[config.mk]
export PLATFORM = sky130hd
export DESIGN_NAME = instruction_fetch
export DESIGN_NICKNAME = d
export VERILOG_FILES = /design/src/rtl/instruction_fetch.sv
export SDC_FILE = /design/constraint.sdc
export NUM_CORES = 1
export LEC_CHECK = 0
export CAP_MARGIN = 20
export CORE_ASPECT_RATIO = 1.4
export CORE_MARGIN = 2
export CORE_UTILIZATION = 48
export CTS_CLUSTER_SIZE = 30
export DETAILED_ROUTE_END_ITERATION = 12
export HOLD_SLACK_MARGIN = 0.1
export PLACE_DENSITY = 0.8
export RECOVER_POWER = 50
export SKIP_CTS_REPAIR_TIMING = 1
export SYNTH_ARGS = -nofsm -noshare
export SYNTH_HDL_FRONTEND = slang
export SYNTH_SLANG_ARGS = --single-unit
[constraint.sdc]
create_clock -name CLK -period 3 [get_ports CLK]
set_input_delay 0.9 -clock CLK [delete_from_list [all_inputs] [get_ports CLK]]
set_output_delay 0.9 -clock CLK [all_outputs]
set_load 0.1 [all_outputs]
[src/rtl/instruction_fetch.sv]
// instruction_fetch: LEGv8 fetch stage, PC and IF/ID pipeline register.
// Define IFETCH_ALIGN_CHECK_EN for branch-target alignment faults.
module instruction_fetch #(
  parameter logic [63:0] RESET_PC = 64'h0,
  parameter logic [31:0] NOP_INSN = 32'hD503201F
) (
  input  logic        CLK,
  input  logic        RESET,
  output logic        IMEM_REQ_VALID,
  input  logic        IMEM_REQ_READY,
  output logic [63:0] IMEM_ADDR,
  input  logic        IMEM_RSP_VALID,
  input  logic [31:0] IMEM_RSP_DATA,
  input  logic        STALL,
  input  logic        FLUSH,
  input  logic        BRANCH_TAKEN,
  input  logic [63:0] BRANCH_TARGET,
  output logic [31:0] IF_ID_INSTRUCTION,
  output logic [63:0] IF_ID_PC,
`ifdef IFETCH_ALIGN_CHECK_EN
  output logic        IF_ID_VALID,
  output logic        IF_ID_MISALIGN
`else
  output logic        IF_ID_VALID
`endif
);

  typedef enum logic [1:0] {
    REQ,
    WAIT,
    HOLD,
    FAULT
  } state_t;

  state_t      state, state_n;
  logic [63:0] pc, pc_n;
  logic [31:0] buf_q, buf_n;
  logic        discard, discard_n;
  logic        req_valid, req_valid_n;
  logic [31:0] insn, insn_n;
  logic [63:0] id_pc, id_pc_n;
  logic        id_valid, id_valid_n;
  logic        misalign, misalign_n;
  logic        hs;
  logic        load;
  logic [31:0] load_data;
  logic [63:0] target;
  logic        bad_target;

`ifdef IFETCH_ALIGN_CHECK_EN
  assign target     = BRANCH_TARGET;
  assign bad_target = |BRANCH_TARGET[1:0];
`else
  logic unused_tgt;
  assign unused_tgt = ^BRANCH_TARGET[1:0];
  assign target     = {BRANCH_TARGET[63:2], 2'b00};
  assign bad_target = 1'b0;
`endif

  assign hs = (state == REQ) && req_valid && IMEM_REQ_READY;

  always_comb begin
    state_n    = state;
    pc_n       = pc;
    buf_n      = buf_q;
    discard_n  = discard;
    insn_n     = insn;
    id_pc_n    = id_pc;
    id_valid_n = id_valid;
    misalign_n = misalign;
    load       = 1'b0;
    load_data  = IMEM_RSP_DATA;

    unique case (state)
      REQ: begin
        if (IMEM_RSP_VALID && discard) discard_n = 1'b0;
        if (hs) state_n = WAIT;
      end
      WAIT: begin
        if (IMEM_RSP_VALID) begin
          if (discard) begin
            discard_n = 1'b0;
            state_n   = REQ;
          end else if (!STALL) begin
            load    = 1'b1;
            state_n = REQ;
          end else begin
            buf_n   = IMEM_RSP_DATA;
            state_n = HOLD;
          end
        end
      end
      HOLD: begin
        if (!STALL) begin
          load      = 1'b1;
          load_data = buf_q;
          state_n   = REQ;
        end
      end
      FAULT: begin
        if (IMEM_RSP_VALID && discard) discard_n = 1'b0;
      end
      default: state_n = REQ;
    endcase

    // A response landing with FLUSH belongs to the new path and is kept
    if (load) begin
      insn_n     = load_data;
      id_pc_n    = pc;
      id_valid_n = 1'b1;
      misalign_n = 1'b0;
      pc_n       = pc + 64'd4;
    end else if (FLUSH) begin
      insn_n     = NOP_INSN;
      id_pc_n    = 64'h0;
      id_valid_n = 1'b0;
      misalign_n = 1'b0;
    end

    if (BRANCH_TAKEN) begin
      pc_n       = target;
      insn_n     = NOP_INSN;
      id_pc_n    = 64'h0;
      id_valid_n = 1'b0;
      misalign_n = 1'b0;
      unique case (state)
        REQ: begin
          state_n = hs ? WAIT : REQ;
          if (hs) discard_n = 1'b1;
        end
        WAIT: begin
          // a response this very cycle is the stale one: nothing left in flight
          state_n   = IMEM_RSP_VALID ? REQ : WAIT;
          discard_n = !IMEM_RSP_VALID;
        end
        HOLD:    state_n = REQ;
        FAULT:   state_n = REQ;
        default: state_n = REQ;
      endcase
      if (bad_target) begin
        state_n    = FAULT;
        id_pc_n    = target;
        id_valid_n = 1'b1;
        misalign_n = 1'b1;
      end
    end

    // no new request while a stale response is still owed
    req_valid_n = (state_n == REQ) && !discard_n;
  end

  always_ff @(posedge CLK) begin
    if (RESET) begin
      state     <= REQ;
      pc        <= RESET_PC;
      buf_q     <= 32'h0;
      discard   <= 1'b0;
      req_valid <= 1'b0;
      insn      <= NOP_INSN;
      id_pc     <= 64'h0;
      id_valid  <= 1'b0;
      misalign  <= 1'b0;
    end else begin
      state     <= state_n;
      pc        <= pc_n;
      buf_q     <= buf_n;
      discard   <= discard_n;
      req_valid <= req_valid_n;
      insn      <= insn_n;
      id_pc     <= id_pc_n;
      id_valid  <= id_valid_n;
      misalign  <= misalign_n;
    end
  end

  assign IMEM_REQ_VALID    = req_valid;
  assign IMEM_ADDR         = pc;
  assign IF_ID_INSTRUCTION = insn;
  assign IF_ID_PC          = id_pc;
  assign IF_ID_VALID       = id_valid;

`ifdef IFETCH_ALIGN_CHECK_EN
  assign IF_ID_MISALIGN = misalign;
`else
  logic unused_mis;
  assign unused_mis = misalign;
`endif

endmodule

# Word level (Yosys, flattened, before mapping)

Index checks and enable logic that the tools add are counted.
Widths: inputs -> output; s select.

Output and inout port bits: 162
Register bits: 197
Word-level logic and storage cells: 58
Input bits: 103

Equality and inequality tests: 3
Bitwise logic cells: 1
Multiplexer cells: 30
Reductions and logical operators: 14
$add $sub $neg: 1

Operators with widths:

| kind                  | count |
|---|---|
| $mux 64               | 4 |
| $mux 32               | 4 |
| $add 64x3->64 const B | 1 |
| $mux 2                | 6 |
| $pmux 2 s3            | 2 |
| $mux 1                | 11 |
| $pmux 1 s2            | 3 |
| $reduce_or 2->1       | 3 |
| $eq 2x2->1 const B    | 2 |
| $logic_and 1x1->1     | 4 |
| $logic_not 2->1       | 2 |
| $reduce_bool 2->1     | 2 |
| $reduce_and 3->1      | 1 |
| $eq 2x1->1 const B    | 1 |
| $logic_not 1->1       | 2 |
| $not 1->1             | 1 |

# Logic depth before layout (Yosys ltp)

Gate-level depths: netlist (run 1).

Depth in word-level cells: 8
Depth in mapped cells: 10

# Least setup slack after synthesis (run 1)

OpenSTA, ideal clock, no wires.

Path type: register to register
From: register pc[7], in the netlist IMEM_ADDR[7]
To: register pc[49], in the netlist IMEM_ADDR[49]
Data required time: 2.909 ns
Buffers on the path: 1
Arrival: 3.126 ns
Setup slack: -0.217 ns
Cell stages (with the launch flop): 7
Cell sequence: dfxtp_1 > nand3_1 > or4_4 > buf_6 > or3_4 > or4_1 > a311oi_1

Cells in the longest elaborated chain, start to end: 3

Ends and longest elaborated chain:

| item                   | line | RTL |
|---|---|---|
| from (decl)            | 36   | `logic [63:0] pc, pc_n;` |
| from (signal assigned) | 165  | `pc <= pc_n;` |
| $add 64x3->64          | 112  | `pc_n = pc + 64'd4;` |
| $mux 64                | 107  | `if (load) begin` |
| $mux 64                | 120  | `if (BRANCH_TAKEN) begin` |

No other way between the ends. The select of a mux whose other input is x is not followed.
A chain may end at the register's enable or synchronous reset.

# Final worst setup path (run 1)

From: input port STALL
To: register pc[41], in the netlist IMEM_ADDR[41]

Cells in the longest elaborated chain, start to end: 5

Ends and longest elaborated chain:

| item                                   | line   | RTL |
|---|---|---|
| from (decl)                            | 14     | `input logic STALL,` |
| $mux 1 (*)                             | 84, 94 |  |
| $mux 1                                 | 81     | `if (discard) begin` |
| $mux 1                                 | 80     | `if (IMEM_RSP_VALID) begin` |
| $pmux 1 s2 (*)                         | 74     | `unique case (state)` |
| $reduce_bool 2->1 (no source line) (*) | n/a    |  |

Mark *: on every way between the ends. The rest lies on a longest branch, timed or not.

==> results of run 1 <==
flip-flops by register name (all words and copies together) (netlist names):
signal	cells
IF_ID_INSTRUCTION	32
IF_ID_PC	62
IF_ID_VALID	1
IMEM_ADDR	62
IMEM_REQ_VALID	1
buf_q	32
discard	1
state	2
synth_stat cells (7+ instances only):
library cell,n
clkbuf_1,85
nor2_1,120
a21oi_1,116
inv_1,14
nor4_1,13
nand4_1,15
nand3_1,28
a311oi_1,40
o211a_1,7
nand2_1,165
and3_1,84
dfxtp_1,193
or4_1,16
and4_1,9
xnor2_1,20
a211oi_1,23
or3_1,16
o21ai_0,32
o211ai_1,9
o31ai_1,8
nor3_1,27
area by class of cell:
class,instances,area share
antenna,3,0.000644
clock buffer,19,0.0388
clock inverter,13,0.0105
inverter,16,0.00526
multi-input combinational,827,0.399
sequential,193,0.333
tap,244,0.0262
timing repair buffer,320,0.186
worst min path at each step:
stage	startpoint	to	slack, ns	cells past startpoint
after floorplan	buf_q[0]$_SDFFE_PP0P_	buf_q[0]$_SDFFE_PP0P_	0.44	2
after global placement	buf_q[29]$_SDFFE_PP0P_	buf_q[29]$_SDFFE_PP0P_	0.44	2
after detailed placement	buf_q[26]$_SDFFE_PP0P_	buf_q[26]$_SDFFE_PP0P_	0.45	2
after CTS	buf_q[25]$_SDFFE_PP0P_	buf_q[25]$_SDFFE_PP0P_	0.46	2
after global routing	buf_q[26]$_SDFFE_PP0P_	buf_q[26]$_SDFFE_PP0P_	0.48	2
final	buf_q[26]$_SDFFE_PP0P_	buf_q[26]$_SDFFE_PP0P_	0.46	2
through the flow:
step | TNS, ns | instances | cell area (sq um) | utilization
floorplan | 0 | 1133 | 8960 | -
global placement | -0.834 | 1600 | 11600 | 0.629
detailed placement | -1.60 | 1600 | 11600 | 0.629
CTS | 0 | 1632 | 12200 | 0.660
global route | 0 | 1634 | 11700 | 0.632
finish | 0 | 1635 | 11700 | 0.632
critical path: cells and delay by family:
family	cells	cell delay (ns)
AND/OR/NAND/NOR	3	1.31
buffers and inverters	1	0.45
AO/OA/AOI/OAI	2	0.40
cells by family (layout without fill, tap and decap cells):
logic type	count (synthesis)	count (layout)	synth area share
other	1	7	0.000420
DFF	193	193	0.432
AOI/OAI and AO/OA	267	267	0.193
adders and majority gates	6	6	0.00840
buffers and inverters	113	368	0.0501
and+or+nand+nor	524	524	0.290
xor gates and xnor gates	26	26	0.0255
report_power, final:
group,switching (mW),internal (mW),leakage [nW]
sequential,0.100,2.63,1.58
clock,1.06,1.14,0.267
combinational,0.717,0.277,2.51
total,1.88,4.05,4.35
metal layers:
metal | part of all wire | vias to the layer above | GRT usage
li1 | - | 4549 | -
met1 | 0.40 | 4450 | 0.321
met2 | 0.51 | 339 | 0.504
met3 | 0.058 | 67 | 0.0481
met4 | 0.034 | 0 | 0.135
met5 | 0 | - | 0
==> flow_summary_export.csv, run 1 <==
group,metric,value,unit
clocking,numCtsBuffers,17,
cells_and_area,ff_latch_area,3880,sq um
clocking,root_buffer,"clkbuf_16",
logic_synthesis,yosysWarnings,0,
routing,drc,0,
global_routing,grt_max_degree,84,
sta,worst_slew_pin_slew,1.26,ns
critical_path,critPathMaxStageDelay,0.65,ns
routing,vias,9405,
critical_path,endpoint_kind,"register",
critical_path,startpoint,"STALL",
sta,max_freq,365,MHz
cells_and_area,multiInputGateArea,4650,sq um
global_routing,grt_overflow,0,
cells_and_area,final_nets,1484,
sta,rsz0062_at_grt,"false",
power,p_leak,4.35,nW
critical_path,cp.required,3.33,ns
logic_synthesis,synth_area_leader_cell,"dfxtp_1",
routing,wirelength,28.4,mm
critical_path,path_cells,"clkdlybuf4s50_1, and4b_1, o21ai_1, or4_1, or3_1, a311oi_1",
placement,place_congestion,0.891,
cells_and_area,final_common_cell,"dfxtp_1",
global_routing,grt_pass1_vias,8875,
sta,period_share,0.913,
logic_synthesis,synth_area,8930,sq um
critical_path,rr_endpoint,"IMEM_ADDR[58]$_SDFFE_PP0P_",
global_routing,grt_usage,0.280,
routing,antenna_left,0,
logic_synthesis,ys.flop_type,"dfxtp_1",
logic_synthesis,yosysTopAreaCellShare,0.432,
sta,skew,0.0132,ns
cells_and_area,area_growth,30.5,%
sta,relSlewSlack,0.166,
sta,whs,0.455,ns
sta,fin_crit,2.74,ns
power,finalPower,5.93,mW
global_routing,grt_pass1_wl,44.6,mm
floorplan,rows,59,
logic_synthesis,synth_area_leaders,"dfxtp_1 (43%), nand2_1 (6.9%), a21oi_1 (6.5%)",
sta,setup_slack,0.261,ns
critical_path,cp-endpoint,"IMEM_ADDR[41]$_SDFFE_PP0P_",
placement,numPortBuffers,258,
placement,dpl_worst_slack,-0.172,ns
logic_synthesis,async_flop_share,0,
logic_synthesis,synth-edff-count,0,
routing,avgViaCountPerCell,5.75,
routing,wl_per_cell,17.4,um
critical_path,timing.rr.start,"IMEM_ADDR[8]$_SDFFE_PP0P_",
logic_synthesis,ys_types,57,
sta,setup_viol,0,
critical_path,critPathLaunchType,"input port",
clocking,htreeDepth,4,
outcome,status,"completed",
clocking,cts_tree,"done",
cells_and_area,layout_common_cells,"dfxtp_1 (177), nand2_1 (165), clkbuf_1 (129), nor2_1 (120), a21oi_1 (116)",
clocking,clk_latency,0.43,ns
power,irDropWorstVdd,264,uV
power,power.density,508,nW/um^2
hold_path,hold_class,"reg2reg",
logic_synthesis,syn-instance-count,1130,
logic_synthesis,ys_seq_area_frac,0.432,
floorplan,die_y,165,um
placement,dp_hpwl,19.8,mm
logic_synthesis,avgSynthCellArea,7.91,sq um
run,cap_viol_max_count,0,
logic_synthesis,synth-seq-cells,193,
cells_and_area,drive_gt1_frac,0.111,
routing,drt_iter0_drc,791,
floorplan,die_x,119,um
critical_path,r2r_cells,6,
floorplan,start_util,0.484,
clocking,clk_pin_slew,0.07,ns
global_routing,antenna_found_initial,2,
clocking,clockBufferDepth,2,
sta,hold_viol_final,0,
floorplan,ios,265,
clocking,cts_sinks,193,
critical_path,r2r_slack,0.30,ns
critical_path,criticalPathCategory,"in2reg",
cells_and_area,nFillCells,1775,
critical_path,crit_slowest_cell,"or4_1",
critical_path,crit_arrival,3.07,ns
sta,maxSlewViolCount,0,
floorplan,die_area,19700,sq um
routing,dr.pass1.iters,4,
critical_path,cp_max_fo,3,
floorplan,coreArea,18500,sq um
Power figures use the tool's default switching activity.
==> inputs of run 2 (changes only) <==
--- a/config.mk
+++ b/config.mk
@@ -14,7 +14,9 @@
 export HOLD_SLACK_MARGIN = 0.1
 export PLACE_DENSITY = 0.8
 export RECOVER_POWER = 50
+export SETUP_SLACK_MARGIN = 0.15
 export SKIP_CTS_REPAIR_TIMING = 1
+export SLEW_MARGIN = 30
 export SYNTH_ARGS = -nofsm -noshare
 export SYNTH_HDL_FRONTEND = slang
 export SYNTH_SLANG_ARGS = --single-unit
==> run 2 against run 1 <==
Global-route usage down 0.34 points. Cell count fell by 0.86%. Flip-flop and latch count did not move. Critical path depth did not move. Clock power shrank 3%. Clock skew shrank 0.0012 ns. Die area unchanged.
==> flow_summary_export.csv, run 2 (synthesis results as in run 1) <==
group,metric,value,unit
routing,drt_iter0_drc,786,
clocking,cts_sinks,193,
sta,skew,0.0120,ns
critical_path,r2r_cells,6,
routing,antenna_left,0,
power,p_leak,4.28,nW
critical_path,criticalPathCategory,"in2reg",
critical_path,critPathLaunchType,"input port",
power,p_sw,1.82,mW
power,irDropWorstVdd,290,uV
sta,max_freq,354,MHz
cells_and_area,ff_latch_area,3910,sq um
sta,maxSlewViolCount,0,
clocking,clockBufferDepth,2,
sta,fin_crit,2.83,ns
floorplan,coreArea,18500,sq um
floorplan,die_x,119,um
global_routing,grt_usage,0.276,
sta,worst_slew_pin_slew,1.27,ns
critical_path,r2r_slack,0.40,ns
routing,wirelength,28.2,mm
power,finalPower,5.86,mW
routing,wl_per_cell,17.4,um
global_routing,grt_overflow,0,
hold_path,holdPathStages,2,
sta,rsz0062_at_grt,"false",
floorplan,die_y,165,um
cells_and_area,layout_common_cells,"nand2_1 (164), dfxtp_1 (157), clkbuf_1 (138), nor2_1 (120), a21oi_1 (116)",
hold_path,hold_class,"reg2reg",
power,p_seq_frac,0.469,
run,cap_viol_max_count,0,
power,power.density,506,nW/um^2
clocking,root_buffer,"clkbuf_16",
cells_and_area,nFillCells,1769,
floorplan,rows,59,
critical_path,cp_max_fo,5,
critical_path,startpoint,"IMEM_RSP_VALID",
sta,relSlewSlack,0.158,
sta,final.setup.tns,0,ns
clocking,clk_pin_slew,0.07,ns
clocking,numCtsBuffers,17,
power,combPwrFrac,0.165,
placement,numPortBuffers,258,
critical_path,timing.rr.start,"IMEM_ADDR[8]$_SDFFE_PP0P_",
floorplan,start_util,0.484,
placement,dpl-instance-area,11600,sq um
critical_path,rr_endpoint,"IMEM_ADDR[54]$_SDFFE_PP0P_",
cells_and_area,area_growth,29.7,%
routing,vias,9233,
routing,drc,0,
critical_path,endpoint_kind,"register",
sta,hold_viol_final,0,
routing,dr.pass1.iters,5,
placement,dp.cells,1588,
cells_and_area,final_nets,1472,
global_routing,grt_max_degree,107,
cells_and_area,final_area,11600,sq um
global_routing,antenna_found_initial,2,
global_routing,grt_pass1_wl,44.1,mm
outcome,status,"completed",
cells_and_area,utilization,0.628,
placement,dp_hpwl,19.4,mm
sta,setup_viol,0,
critical_path,cp-endpoint,"IMEM_ADDR[55]$_SDFFE_PP0P_",
clocking,cts_tree,"done",
cells_and_area,final_common_cell,"nand2_1",
critical_path,cp.required,3.33,ns
floorplan,ios,265,
power,clockPowerShare,0.366,
sta,period_share,0.942,
cells_and_area,stdcell_count,1621,
placement,place_congestion,0.892,
cells_and_area,multiInputGateArea,4670,sq um
floorplan,die_area,19700,sq um
global_routing,grt_pass1_vias,8618,
power,intPower,4.04,mW
clocking,htreeDepth,4,
clocking,clk_latency,0.43,ns
critical_path,crit_arrival,3.16,ns
cells_and_area,drive_gt1_frac,0.112,
routing,avgViaCountPerCell,5.70,
power,p_sw_frac,0.310,
run 2: metrics by stage:
stage	setup WS [ns]	hold WS [ns]
floorplan	0.160	0.437
global placement	-0.114	0.441
detailed placement	-0.180	0.447
CTS	0.266	0.456
global route	0.105	0.470
finish	0.173	0.455
run 2: worst max-delay path, cell delays in order:
cell and delay [ns]:
dlygate4sd3_1 0.54, and3b_1 0.23, o21ai_1 0.19, or3_4 0.47, or4_1 0.53, a311oi_1 0.29
run 2: final cells by class:
type,count,area share
Tap cell,244,0.0264
Clock inverter,12,0.00929
Multi-Input combinational cell,827,0.403
Inverter,16,0.00529
Clock buffer,19,0.0374
Antenna cell,2,0.000432
Timing Repair Buffer,308,0.181
Sequential cell,193,0.337
run 2: routing by layer:
metal  share of wire  vias to the layer above  global-route usage
li1                -                     4526                   -
met1            0.39                     4332               0.317
met2            0.51                      312               0.494
met3           0.061                       63              0.0536
met4           0.031                        0               0.133
met5               0                        -                   0
run 2: worst min-delay path by stage:
stage                             end                   start
6_report       buf_q[20]$_SDFFE_PP0P_  buf_q[20]$_SDFFE_PP0P_
5_1_grt        buf_q[22]$_SDFFE_PP0P_  buf_q[22]$_SDFFE_PP0P_
4_1_cts        buf_q[29]$_SDFFE_PP0P_  buf_q[29]$_SDFFE_PP0P_
3_5_place_dp   buf_q[29]$_SDFFE_PP0P_  buf_q[29]$_SDFFE_PP0P_
3_3_place_gp   buf_q[13]$_SDFFE_PP0P_  buf_q[13]$_SDFFE_PP0P_
2_1_floorplan   buf_q[0]$_SDFFE_PP0P_   buf_q[0]$_SDFFE_PP0P_
run 2: power groups by stage:
stage | logic (mW) | clock network (mW) | registers [mW]
6_report | 0.969 | 2.14 | 2.75
3_5_place_dp | 1.00 | 0 | 2.80
5_1_grt | 1.02 | 2.28 | 2.76
4_1_cts | 1.01 | 2.18 | 2.74
3_3_place_gp | 0.995 | 0 | 2.80
2_1_floorplan | 0.258 | 0 | 3.20
==> inputs of run 3 (changes only) <==
--- a/config.mk
+++ b/config.mk
@@ -12,6 +12,7 @@
 export CTS_CLUSTER_SIZE = 30
 export DETAILED_ROUTE_END_ITERATION = 12
 export HOLD_SLACK_MARGIN = 0.1
+export MAX_ROUTING_LAYER = met4
 export PLACE_DENSITY = 0.8
 export RECOVER_POWER = 50
 export SETUP_SLACK_MARGIN = 0.15
==> run 3 against run 2 <==
Final area hardly changed. Maximum frequency up 0.14%. Critical path type unchanged. Sequential power barely moved. Critical path depth is the same. Die area unchanged. Clock-buffer cell count stayed put. Non-clock buffer count stayed put. Clock skew is 0.0016 ns lower. Clock power is essentially flat. Combinational power hardly changed. Global-route usage is 0.81 points higher.
==> flow_summary_export.csv, run 3 (synthesis results as in run 1) <==
group,metric,value,unit
outcome,status,"completed",
floorplan,ios,265,
cells_and_area,area_growth,29.6,%
clocking,root_buffer,"clkbuf_16",
clocking,numCtsBuffers,17,
clocking,cts_sinks,193,
floorplan,coreArea,18500,sq um
sta,skew,0.0104,ns
power,p_leak,4.27,nW
routing,antenna_left,0,
placement,dp_hpwl,19.4,mm
placement,dpl_worst_slack,-0.180,ns
global_routing,grt_overflow,0,
sta,worst_slew_pin_slew,1.27,ns
critical_path,cp.required,3.33,ns
critical_path,crit_arrival,3.16,ns
routing,avgViaCountPerCell,5.69,
cells_and_area,final_nets,1472,
floorplan,start_util,0.484,
placement,numPortBuffers,258,
cells_and_area,drive_gt1_frac,0.112,
cells_and_area,final_area,11600,sq um
sta,rsz0062_at_grt,"false",
sta,setup_slack,0.177,ns
critical_path,cp_max_fo,5,
global_routing,grt_pass1_vias,8627,
critical_path,criticalPathCategory,"in2reg",
sta,max_freq,354,MHz
sta,hold_viol_final,0,
floorplan,rows,59,
power,power.density,506,nW/um^2
routing,drt_iter0_drc,841,
floorplan,die_x,119,um
placement,dpl-instance-area,11600,sq um
global_routing,grt_pass1_wl,44.1,mm
cells_and_area,final_common_cell,"nand2_1",
routing,wirelength,28.1,mm
sta,relSlewSlack,0.158,
cells_and_area,nFillCells,1770,
routing,vias,9230,
clocking,clk_latency,0.43,ns
sta,maxSlewViolCount,0,
clocking,htreeDepth,4,
cells_and_area,utilization,0.627,
sta,final.setup.tns,0,ns
power,finalPower,5.86,mW
critical_path,critPathLaunchType,"input port",
routing,drc,0,
clocking,clk_pin_slew,0.07,ns
run,cap_viol_max_count,0,
clocking,clockBufferDepth,2,
clocking,cts_tree,"done",
sta,fin_crit,2.82,ns
placement,place_congestion,0.907,
sta,period_share,0.941,
global_routing,antenna_found_initial,2,
cells_and_area,layout_common_cells,"nand2_1 (164), dfxtp_1 (157), clkbuf_1 (138), nor2_1 (120), a21oi_1 (116)",
sta,setup_viol,0,
power,irDropWorstVdd,287,uV
hold_path,hold_class,"reg2reg",
critical_path,endpoint_kind,"register",
floorplan,die_y,165,um
global_routing,grt_max_degree,107,
global_routing,grt_usage,0.284,
routing,dr.pass1.iters,5,
routing,wl_per_cell,17.3,um
floorplan,die_area,19700,sq um
[run 3: cell types whose count changed in the layout (fill, tap and decap cells not counted)]
cell / previous run / this run
buf_12: 5 / 4
clkbuf_4: 0 / 1
diode_2: 2 / 3
[run 3: metrics by stage]
stage / instances / hold slack [ns]
after global routing: 1621 / 0.471
after detailed placement: 1588 / 0.447
after global placement: 1588 / 0.441
after CTS: 1619 / 0.456
final: 1622 / 0.455
after floorplan: 1133 / 0.437
[run 3: worst paths after layout]
path / to / cells after the start / from / slack, ns
min: buf_q[20]$_SDFFE_PP0P_ / 2 / buf_q[20]$_SDFFE_PP0P_ / 0.45
max: IMEM_ADDR[55]$_SDFFE_PP0P_ / 6 / STALL / 0.18
max reg2reg: IMEM_ADDR[54]$_SDFFE_PP0P_ / 6 / IMEM_ADDR[8]$_SDFFE_PP0P_ / 0.40
min reg2reg: buf_q[20]$_SDFFE_PP0P_ / 2 / buf_q[20]$_SDFFE_PP0P_ / 0.45
[run 3: power by group]
group | leakage (nW) | internal, mW | switching (mW)
Combinational | 2.43 | 0.263 | 0.703
Clock | 0.260 | 1.14 | 1.00
Sequential | 1.58 | 2.64 | 0.109
Total | 4.27 | 4.04 | 1.81
[run 3: per-layer routing]
layer | vias up | wire [um] | share of wire | global-route usage
met2 | 309 | 14500 | 0.52 | 0.494
met5 | - | 0 | 0 | -
li1 | 4524 | - | - | -
met3 | 63 | 1630 | 0.058 | 0.0508
met1 | 4334 | 11100 | 0.39 | 0.319
met4 | 0 | 847 | 0.030 | 0.133
[run 3: layout make-up]
cell class,instances,area (sq um),share of cell area
multi-input cells,827,4670,0.403
flip-flops and latches,193,3910,0.338
repair buffers,308,2080,0.180
clock buffers,19,433,0.0374
well taps,244,305,0.0264
clock inverters,12,108,0.00930
inverters,16,61.3,0.00530
diodes,3,7.51,0.000649
[run 3: worst max-delay path: stages]
cell             delay [ns]
clkdlybuf4s50_1        0.47
and4b_1                0.30
o21ai_1                0.18
or3_4                  0.46
or4_1                  0.54
a311oi_1               0.29
